`config.mk`:
```
export PLATFORM = sky130hd
export DESIGN_NAME = dmem_port_arbiter
export DESIGN_NICKNAME = d
export VERILOG_FILES = /design/src/rtl/dmem_port_arbiter.sv
export SDC_FILE = /design/constraint.sdc
export NUM_CORES = 1
export LEC_CHECK = 0
export CORE_AREA = 2 2 230 232
export CTS_BUF_LIST = sky130_fd_sc_hd__clkbuf_16
export DETAILED_ROUTE_END_ITERATION = 8
export DIE_AREA = 0 0 232 234
export MAX_ROUTING_LAYER = met4
export SLEW_MARGIN = 20
export SYNTH_ARGS = -nofsm -noshare
export SYNTH_HDL_FRONTEND = slang
export SYNTH_SLANG_ARGS = --single-unit
```
`constraint.sdc`:
```
create_clock -name clk -period 5.7 [get_ports clk]
set_input_delay 1.14 -clock clk [delete_from_list [all_inputs] [get_ports clk]]
set_output_delay 1.14 -clock clk [all_outputs]
set_load 0.02 [all_outputs]
```
`src/rtl/dmem_port_arbiter.sv`:
```
// Data-memory port arbiter: shares one SRAM port between the CPU MEM stage
// and a host/DMA master, with host lock and starvation protection.
module dmem_port_arbiter #(
  parameter int DATA_W       = 64,
  parameter int ADDR_W       = 64,
  parameter int STARVE_LIMIT = 8
) (
  input  logic              clk,
  input  logic              arst,
  input  logic              enable,
  input  logic              cpu_req,
  input  logic              cpu_wen,
  input  logic [ADDR_W-1:0] cpu_addr,
  input  logic [DATA_W-1:0] cpu_wdata,
  output logic              cpu_ack,
  output logic              cpu_stall,
  output logic              cpu_rvalid,
  output logic [DATA_W-1:0] cpu_rdata,
  input  logic              host_req,
  input  logic              host_wen,
  input  logic              host_lock,
  input  logic [ADDR_W-1:0] host_addr,
  input  logic [DATA_W-1:0] host_wdata,
  output logic              host_ack,
  output logic              host_rvalid,
  output logic [DATA_W-1:0] host_rdata,
  output logic [ADDR_W-1:0] mem_addr,
  output logic              mem_wen,
  output logic              mem_ren,
  output logic [DATA_W-1:0] mem_wdata,
  input  logic [DATA_W-1:0] mem_rdata
);

  typedef enum logic [1:0] {
    IDLE,
    CPU,
    HOST
  } state_t;

  localparam logic [3:0] LIMIT = 4'(STARVE_LIMIT);

  state_t     state;
  logic [3:0] wait_cnt;
  logic       active;
  logic       lock_hit;
  logic       starve;
  logic       grant_host;
  logic       grant_cpu;

  // Reset and enable both gate every grant, so no access leaks out.
  assign active   = enable & ~arst;
  assign lock_hit = (state == HOST) & host_lock & host_req;
  assign starve   = (wait_cnt == LIMIT) & host_req;

  assign grant_host = active & (lock_hit | starve | (~cpu_req & host_req));
  assign grant_cpu  = active & ~lock_hit & ~starve & cpu_req;

  assign cpu_ack   = grant_cpu;
  assign host_ack  = grant_host;
  assign cpu_stall = cpu_req & ~grant_cpu;

  always_comb begin
    mem_addr  = '0;
    mem_wdata = '0;
    mem_wen   = 1'b0;
    mem_ren   = 1'b0;
    unique case (1'b1)
      grant_cpu: begin
        mem_addr  = cpu_addr;
        mem_wdata = cpu_wdata;
        mem_wen   = cpu_wen;
        mem_ren   = ~cpu_wen;
      end
      grant_host: begin
        mem_addr  = host_addr;
        mem_wdata = host_wdata;
        mem_wen   = host_wen;
        mem_ren   = ~host_wen;
      end
      default: ;
    endcase
  end

  assign cpu_rdata  = cpu_rvalid  ? mem_rdata : '0;
  assign host_rdata = host_rvalid ? mem_rdata : '0;

  always_ff @(posedge clk or posedge arst) begin
    if (arst) begin
      state       <= IDLE;
      wait_cnt    <= '0;
      cpu_rvalid  <= 1'b0;
      host_rvalid <= 1'b0;
    end else if (enable) begin
      if (grant_host)     state <= HOST;
      else if (grant_cpu) state <= CPU;
      else                state <= IDLE;
      if (host_req & ~grant_host) begin
        if (wait_cnt < LIMIT) wait_cnt <= wait_cnt + 4'd1;
      end else begin
        wait_cnt <= '0;
      end
      cpu_rvalid  <= grant_cpu & ~cpu_wen;
      host_rvalid <= grant_host & ~host_wen;
    end
  end

endmodule

```
Word level (Yosys, flattened, before mapping)
Cells that the tools add are included.
{ "totals": {"word_cells": 43, "out_inout_bits": 263, "ram_bits": 0, "n_memories": 0, "romBits": 0, "latch_bits": 0, "input_bits": 328, "reg_bits": 8} }
{ "op_classes": {"addsub": 1, "div_mod_pow": 0, "n_bitwise": 23, "order_cmp": 1, "n_mux": 10, "multipliers": 0, "n_shift": 0, "eq_ne": 3, "n_reduce_logical": 1} }
{ "ops": {"columns": ["op", "count"], "rows": [
  ["$pmux W64 S2", 2],
  ["$mux W64", 2],
  ["$and A1 B1 Y1", 13],
  ["$mux W4", 2],
  ["$not A1 Y1", 8],
  ["$add A4 B1 Y4 const B", 1],
  ["$eq A4 B4 Y1 const B", 1],
  ["$lt A4 B4 Y1 const B", 1],
  ["$pmux W1 S2", 2],
  ["$eq A2 B2 Y1 const B", 1],
  ["$mux W2", 1],
  ["$ne A2 B1 Y1 const B", 1],
  ["$or A1 B1 Y1", 2],
  ["$reduce_and A2 Y1", 1],
  ["$mux W1", 1]
]} }

Logic depth before layout (Yosys ltp)
Gate-level depths: netlist (run 1).
{ "logic_depth": {"depth_word": 10, "depth_mapped": 9, "depth_no_buf": 7} }

Worst setup path before layout (run 1)
Ideal clock, no wire load.
{ "synth_timing": {"kind": "input -> output", "start": "in arst", "end": "out mem_addr[10]", "path_buffers": 1, "cell_stages": 6, "slack_ns": 2.408, "t_required_ns": 4.560, "arrival_ns": 2.152, "path_cell_list": "and2b_1 nand2_1 a21o_1 inv_2 buf_2 a22o_1"} }
{ "synth_via": {"elab_chain_cells": 6, "word_cells_on_any_way": 7, "classes_between": "mux: 1; bitwise: 6"} }
{ "synth_rtl": {"columns": ["item", "line", "text"], "rows": [
  ["from (decl)", "9", "input logic arst,"],
  ["$not A1 Y1", "51", "assign active = enable & ~arst;"],
  ["$and A1 B1 Y1", "51", null],
  ["$and A1 B1 Y1 (3 in series)", "56", "assign grant_cpu = active & ~lock_hit & ~starve & cpu_req;"],
  ["net cpu_ack", "15", "output logic cpu_ack,"],
  ["$pmux W64 S2", "67", "unique case (1'b1)"],
  ["to (decl)", "27", "output logic [ADDR_W-1:0] mem_addr,"]
]} }
The timed path passes the listed nets, and every way through them passes these cells.

Final worst setup path (run 1)
{ "layout_timing": {"start": "in enable", "end": "out mem_wdata[29]"} }
{ "layout_via": {"elab_chain_cells": 5, "word_cells_on_any_way": 6, "classes_between": "mux: 1; bitwise: 5"} }
{ "layout_rtl": {"columns": ["item", "line", "text"], "rows": [
  ["from (decl)", "10", "input logic enable,"],
  ["$and A1 B1 Y1 (*)", "51", null],
  ["$and A1 B1 Y1 (3 in series)", "56", null],
  ["$pmux W64 S2 (*)", "67", null],
  ["to (decl)", "30", "output logic [DATA_W-1:0] mem_wdata,"]
]} }
Every way passes the cells marked *; elsewhere a longest branch is shown, timed or not.

==> flow_summary_export.csv, run 1 <==
group,metric,value,unit
grt,grt_max_degree,78,
cts,clock_sinks,8,
sta,report.final.slew_viol_count,0,
critical_path,crit_path_end_kind,"output pin",
die,die_h,234,um
synth,synth_area_per_cell,7.653,sq um
grt,grt_pass1_vias,5085,
sta,layout_setup_ws,0.7619,ns
detailed_routing,viasPerCell,3.243,
cts,cts-htree-levels,1,
synth,synth_compound_area_share,47.15,%
cts,cts_root_buffer,"clkbuf_16",
power_and_ir_drop,power_density,81.78,nW/um^2
die,core-area,52020,sq um
critical_path,reg2regPathDepth,8,
synth,synth-xor-area-share,0,%
detailed_routing,vias,5212,
placement,gp_congestion,0.8305,
synth,synthesis.instances,344,
critical_path,path_class,"in2out",
worst_hold_path,hp-class,"reg2reg",
sta,final-setup-viol-count,0,
synth,ys_ff_latch,8,
synth,netlist_area,2633,sq um
cts,post_cts_buffers,0,
critical_path,crit_required,4.56,ns
finish,drive_gt1_share,1.982,%
synth,synth_nets,674,
grt,grt_overflow,0,
power_and_ir_drop,leakagePower,3.367,nW
grt,grt_pass1_wl,34690,um
sta,fin_crit_sh,86.63,%
cts,insertion_delay,0.23,ns
cts,cts_buffers,3,
die,start_util,5.060,%
sta,layout_min_cycle_time,4.938,ns
placement,place_ws,0.7471,ns
cts,ctsResizeCount,0,
finish,utilization,18.00,%
placement,hpwl,24250,um
critical_path,worstPathArrival,3.80,ns
run_status,status,"finished, final reports clean",
cts,clkSlewWorstSetupHoldPaths,0.04,ns
synth,synth_top_family_by_area,"compound AO/OA/AOI/OAI gates",
detailed_routing,drt_iter0_markers,170,
sta,setup_tns,0,ns
sta,max_freq,202.5,MHz
finish,finalNetCount,1240,
synth,synth_adder_area_share,0.9506,%
critical_path,r2r_end,"wait_cnt[1]",
critical_path,crit_start,"enable",
detailed_routing,wire_per_inst,16.76,um
grt,track_usage,9.012,%
sta,finalHoldViolCount,0,
cts,clockBufferDepth,2,
synth,muxShareOfSynthArea,0,%
job,max-cap-violations,0,
synth,synth_edf_count,0,
die,die_area,54290,sq um
synth,async_flop_share,100.0,%
sta,worstMarginPinSlew,0.5353,ns
critical_path,rrSetupSlack,3.75,ns
detailed_routing,route.detailed.drc,0,
critical_path,start_kind,"input pin",
grt,antenna_found_initial,13,
detailed_routing,antenna_left,0,
die,row_count,84,
critical_path,crit_path_max_fanout,77,
synth,synth_simple_gate_area_share,33.32,%
die,die_w,232,um
synth,ys.flop_type,"dfrtp_1",
sta,grt_setup_unrepaired,"false",
sta,fin_skew,0.002458,ns
die,ios,591,
synth,yosysUniqueCellTypes,25,
sta,slew_headroom,64.31,%
synth,ys_warn_count,0,
detailed_routing,first_pass_iters,4,
finish,fillers,5810,
critical_path,setup.worst_path.end,"mem_wdata[29]",
finish,syn2layout_area_growth,255.8,%
critical_path,reg2reg_from,"wait_cnt[0]",
power_and_ir_drop,p_total,0.7660,mW
power_and_ir_drop,irDropWorstVdd,0.09027,mV
synth,ys_seq_area_share,7.605,%
cts,cts_tree,"yes",
detailed_routing,routed_wl,26930,um
worst_hold_path,hold_start,"state[0]",
cts,holdBufCountCts,0,
placement,port-buffer-count,590,
-- power by group --
| part | total [mW] | internal, mW | leakage [nW] | switching [mW] |
|---|---|---|---|---|
| Clock | 0.117 | 0.0904 | 0.0370 | 0.0268 |
| Sequential | 0.0647 | 0.0611 | 0.108 | 0.00355 |
| Combinational | 0.584 | 0.354 | 3.22 | 0.230 |
-- layout make-up --
| class | instances | area (sq um) | share of cell area [%] |
|---|---|---|---|
| antenna | 11 | 27.53 | 0.2939 |
| clock buffer | 3 | 75.07 | 0.8015 |
| inverter | 7 | 31.28 | 0.3340 |
| multi-input combinational | 287 | 2143 | 22.88 |
| sequential | 8 | 200.2 | 2.137 |
| tap | 688 | 860.8 | 9.190 |
| timing repair buffer | 603 | 6028 | 64.36 |
-- flip-flops by register name (all words and copies together), names as in the netlist --
name / cells
cpu_rvalid: 1
host_rvalid: 1
wait_cnt: 4
state: 2
-- synth_stat cells (2+ instances only) --
| cell | instances | area share (%) |
|---|---|---|
| and2_1 | 129 | 31 |
| a41oi_1 | 2 | 0.67 |
| a21o_1 | 4 | 1.1 |
| nand2_1 | 3 | 0.43 |
| nand3_1 | 2 | 0.38 |
| o21ai_0 | 2 | 0.38 |
| buf_2 | 15 | 2.9 |
| inv_1 | 5 | 0.71 |
| nand3b_1 | 3 | 0.86 |
| buf_6 | 9 | 3.8 |
| inv_2 | 2 | 0.29 |
| buf_4 | 2 | 0.57 |
| o2bb2ai_1 | 4 | 1.3 |
| a22o_1 | 129 | 43 |
| clkbuf_1 | 15 | 2.1 |
| dfrtp_1 | 8 | 7.6 |
| ha_1 | 2 | 0.95 |
-- stage by stage --
step                      instance area (sq um)  hold WS, ns  instances
after floorplan                            2633       0.4449        344
after global placement                     9264       0.4560       1593
after detailed placement                   9264       0.4628       1593
after CTS                                  9339       0.4710       1596
after global routing                       9366       0.5035       1607
final                                      9366       0.4696       1607
-- how the worst min path moves through the flow --
stage                           to  slack [ns]  depth (start not counted)
after CTS                 state[0]        0.47                          1
final                     state[0]        0.47                          1
after global routing      state[0]        0.50                          1
after floorplan           state[0]        0.44                          1
after global placement    state[0]        0.46                          1
after detailed placement  state[0]        0.46                          1
-- worst max-delay path, stage by stage --
cell and delay, ns:
clkdlybuf4s50_1 0.58, and2b_1 0.20, nand2_1 0.06, a21o_1 0.21
inv_4 0.26, buf_12 0.34, a22o_1 0.29, clkdlybuf4s50_1 0.66
-- cells in the final DEF, fill, tap and decap left out, drive strengths merged --
| cell | count |
|---|---|
| inv | 7 |
| o22ai | 1 |
| o2bb2ai | 4 |
| nand4 | 1 |
| clkbuf | 3 |
| nand2 | 3 |
| a21o | 4 |
| a21boi | 1 |
| nand3 | 2 |
| nor2b | 1 |
| a41oi | 2 |
| and2b | 1 |
| buf | 13 |
| nor4 | 1 |
| nand3b | 3 |
| diode | 11 |
| clkdlybuf4s50 | 590 |
| and2 | 129 |
| ha | 2 |
| a21oi | 1 |
| a22o | 129 |
| dfrtp | 8 |
| o21ai | 2 |
-- cells by family after synthesis --
| kind of cell | Yosys count |
|---|---|
| buffers and inverters | 49 |
| flip-flops | 8 |
| adder cells (fa/ha/maj) | 2 |
| AND/OR/NAND/NOR | 141 |
| AO/OA/AOI/OAI | 144 |
-- layer usage --
| metal | track usage, % | share of wire [%] |
|---|---|---|
| met5 | - | 0 |
| met4 | 1.783 | 1.6 |
| met3 | 3.818 | 14 |
| met2 | 15.35 | 49 |
| met1 | 9.812 | 36 |
Power figures use the tool's default switching activity.
==> run 2: changes to the inputs <==
- CAP_MARGIN: unset -> 20
- SKIP_CTS_REPAIR_TIMING: unset -> 1
==> results of run 2 <==
Same layout as run 1: the final DEF is identical, and so are final timing and power.
==> run 3: changes to the inputs <==
- CORE_AREA: 2 2 230 232 -> 8 8 222 224
- DIE_AREA: 0 0 232 234 -> 0 0 230 232
- HOLD_SLACK_MARGIN: unset -> 0.15
- clock period: 5.7 -> 4.3 ns (I/O delays scaled with it)
==> run 3 against run 2 <==
Worst hold slack better by 0.00062 ns. Sequential power is 52% higher. Non-clock buffer count is 9 higher. Die area is 1.7% lower. Worst setup slack worse by 0.54 ns. Clock-buffer cell count stayed put. Global-route usage is 2.3 points higher. Core utilization is 2.4 points higher. Critical path depth stayed put. Cell count is 4.7% lower. Via count is 0.40% higher. Total power is 34% higher. Largest power group unchanged.
==> flow_summary_export.csv, run 3 (synthesis gave the netlist of run 1 again) <==
group,metric,value,unit
cts,clockBufferDepth,2,
cts,clock_sinks,8,
grt,grt_max_degree,67,
grt,track_usage,11.34,%
detailed_routing,drt_iter0_markers,210,
finish,fillers,5090,
critical_path,critPathMostFrequentCell,"clkdlybuf4s50_1",
finish,finalNetCount,1249,
critical_path,slowest_stage,"clkdlybuf4s50_1",
cts,clkSlewWorstSetupHoldPaths,0.04,ns
critical_path,crit_path_max_fanout,34,
placement,dpl_cell_area,9263,sq um
finish,layout_common_cells,"clkdlybuf4s50_1 (587), and2_1 (129), a22o_1 (129), buf_4 (20)",
sta,setup_tns,0,ns
sta,max_freq,245.2,MHz
sta,report.final.slew_viol_count,0,
run_status,status,"finished, final reports clean",
finish,reg_top3,"wait_cnt x4, state x2",
placement,hpwl,30060,um
sta,layout_min_cycle_time,4.078,ns
critical_path,path_class,"in2out",
die,row_count,79,
job,max-cap-violations,0,
finish,fin_area,9356,sq um
detailed_routing,antenna_left,0,
cts,cts_buffers,3,
critical_path,start_kind,"input pin",
power_and_ir_drop,power_density,109.7,nW/um^2
detailed_routing,vias,5233,
finish,drive_gt1_share,3.486,%
detailed_routing,viasPerCell,3.418,
placement,place_ws,0.1981,ns
die,die_h,232,um
die,die_area,53360,sq um
sta,final-setup-viol-count,0,
die,core-area,45860,sq um
cts,cts_root_buffer,"clkbuf_16",
detailed_routing,routed_wl,32630,um
finish,largest_reg_flops,4,
critical_path,crit_path_end_kind,"output pin",
sta,fin_crit_sh,94.83,%
sta,layout_setup_ws,0.2223,ns
critical_path,worstPathArrival,3.22,ns
sta,finalHoldViolCount,0,
finish,syn2layout_area_growth,255.4,%
grt,grt_pass1_wl,42990,um
finish,seq_area,202.7,sq um
detailed_routing,route.detailed.drc,0,
placement,gp_congestion,0.9122,
cts,cts-htree-levels,1,
placement,port-buffer-count,590,
finish,largest-register,"wait_cnt",
critical_path,cp_num_buf_inv,4,
finish,final_cells,1531,
sta,slew_headroom,40.18,%
cts,cts_tree,"yes",
placement,dp.cells,1521,
sta,whs,0.4703,ns
grt,antenna_found_initial,10,
sta,grt_setup_unrepaired,"false",
detailed_routing,first_pass_iters,4,
critical_path,crit_required,3.44,ns
finish,final_common_cell,"clkdlybuf4s50_1",
finish,multi_input_area,2143,sq um
detailed_routing,wire_per_inst,21.31,um
power_and_ir_drop,irDropWorstVdd,0.1351,mV
die,ios,591,
power_and_ir_drop,leakagePower,3.431,nW
critical_path,cpLargestDelayFamily,"buffers and inverters",
sta,fin_skew,0.004799,ns
worst_hold_path,hp-class,"reg2reg",
grt,grt_pass1_vias,5753,
cts,insertion_delay,0.23,ns
critical_path,critical-path-max-stage-delay,0.63,ns
grt,grt_overflow,0,
die,start_util,5.740,%
sta,worstMarginPinSlew,0.8973,ns
die,die_w,230,um
critical_path,crit_chain,"clkdlybuf4s50_1 > and2b_1 > nand2_1 > a21o_1 > inv_4 > buf_12 > a22o_1 > clkdlybuf4s50_1",
[run 3: cell count changes in the layout (fill, tap and decap cells not counted)]
cell and delta:
buf_4 +9, dfrtp_2 +2, clkdlybuf4s50_1 -3, diode_2 -5, inv_1 +1, dfrtp_1 -2
buf_12 +3
[run 3: stage by stage]
| stage | total power, mW | util, % |
|---|---|---|
| 6_report | 1.027 | 20.40 |
| 5_1_grt | 1.081 | 20.38 |
| 4_1_cts | 1.041 | 20.37 |
| 3_5_place_dp | 0.8771 | 20.20 |
| 3_3_place_gp | 0.8735 | 20.20 |
| 2_1_floorplan | 0.3315 | - |
[run 3: path summary, 6_finish.rpt]
check                                  from          end  slack, ns  cells after the start
worst min register to register     state[0]     state[0]       0.47                      1
min in group asynchronous              arst  wait_cnt[3]       0.95                      2
worst max register to register  wait_cnt[0]  wait_cnt[0]       2.66                      6
worst max-delay path                   arst  mem_addr[0]       0.22                      8
worst min-delay path               state[0]     state[0]       0.47                      1
max in group asynchronous              arst   cpu_rvalid       3.09                      2
[run 3: per-layer routing]
metal | global-route usage (%) | wire length [um] | up-vias
met5 | - | 0 | -
met2 | 21.63 | 17590 | 396
met3 | 2.272 | 2334 | 32
met4 | 2.891 | 705 | 0
met1 | 11.74 | 12000 | 2365
li1 | - | - | 2440
[run 3: cell type report]
| class | instances | area share (%) |
|---|---|---|
| Tap cell | 607 | 8.117 |
| Sequential cell | 8 | 2.166 |
| Clock inverter | 1 | 0.04012 |
| Multi-Input combinational cell | 287 | 22.91 |
| Inverter | 7 | 0.3343 |
| Clock buffer | 3 | 0.8024 |
| Timing Repair Buffer | 612 | 65.47 |
| Antenna cell | 6 | 0.1605 |
[run 3: report_power, final]
part | total (mW) | switching (mW) | internal (mW) | leakage [nW]
clock network | 0.158 | 0.0373 | 0.121 | 0.0423
logic | 0.770 | 0.294 | 0.476 | 3.28
registers | 0.0982 | 0.0172 | 0.0810 | 0.105
total | 1.03 | 0.349 | 0.678 | 3.43
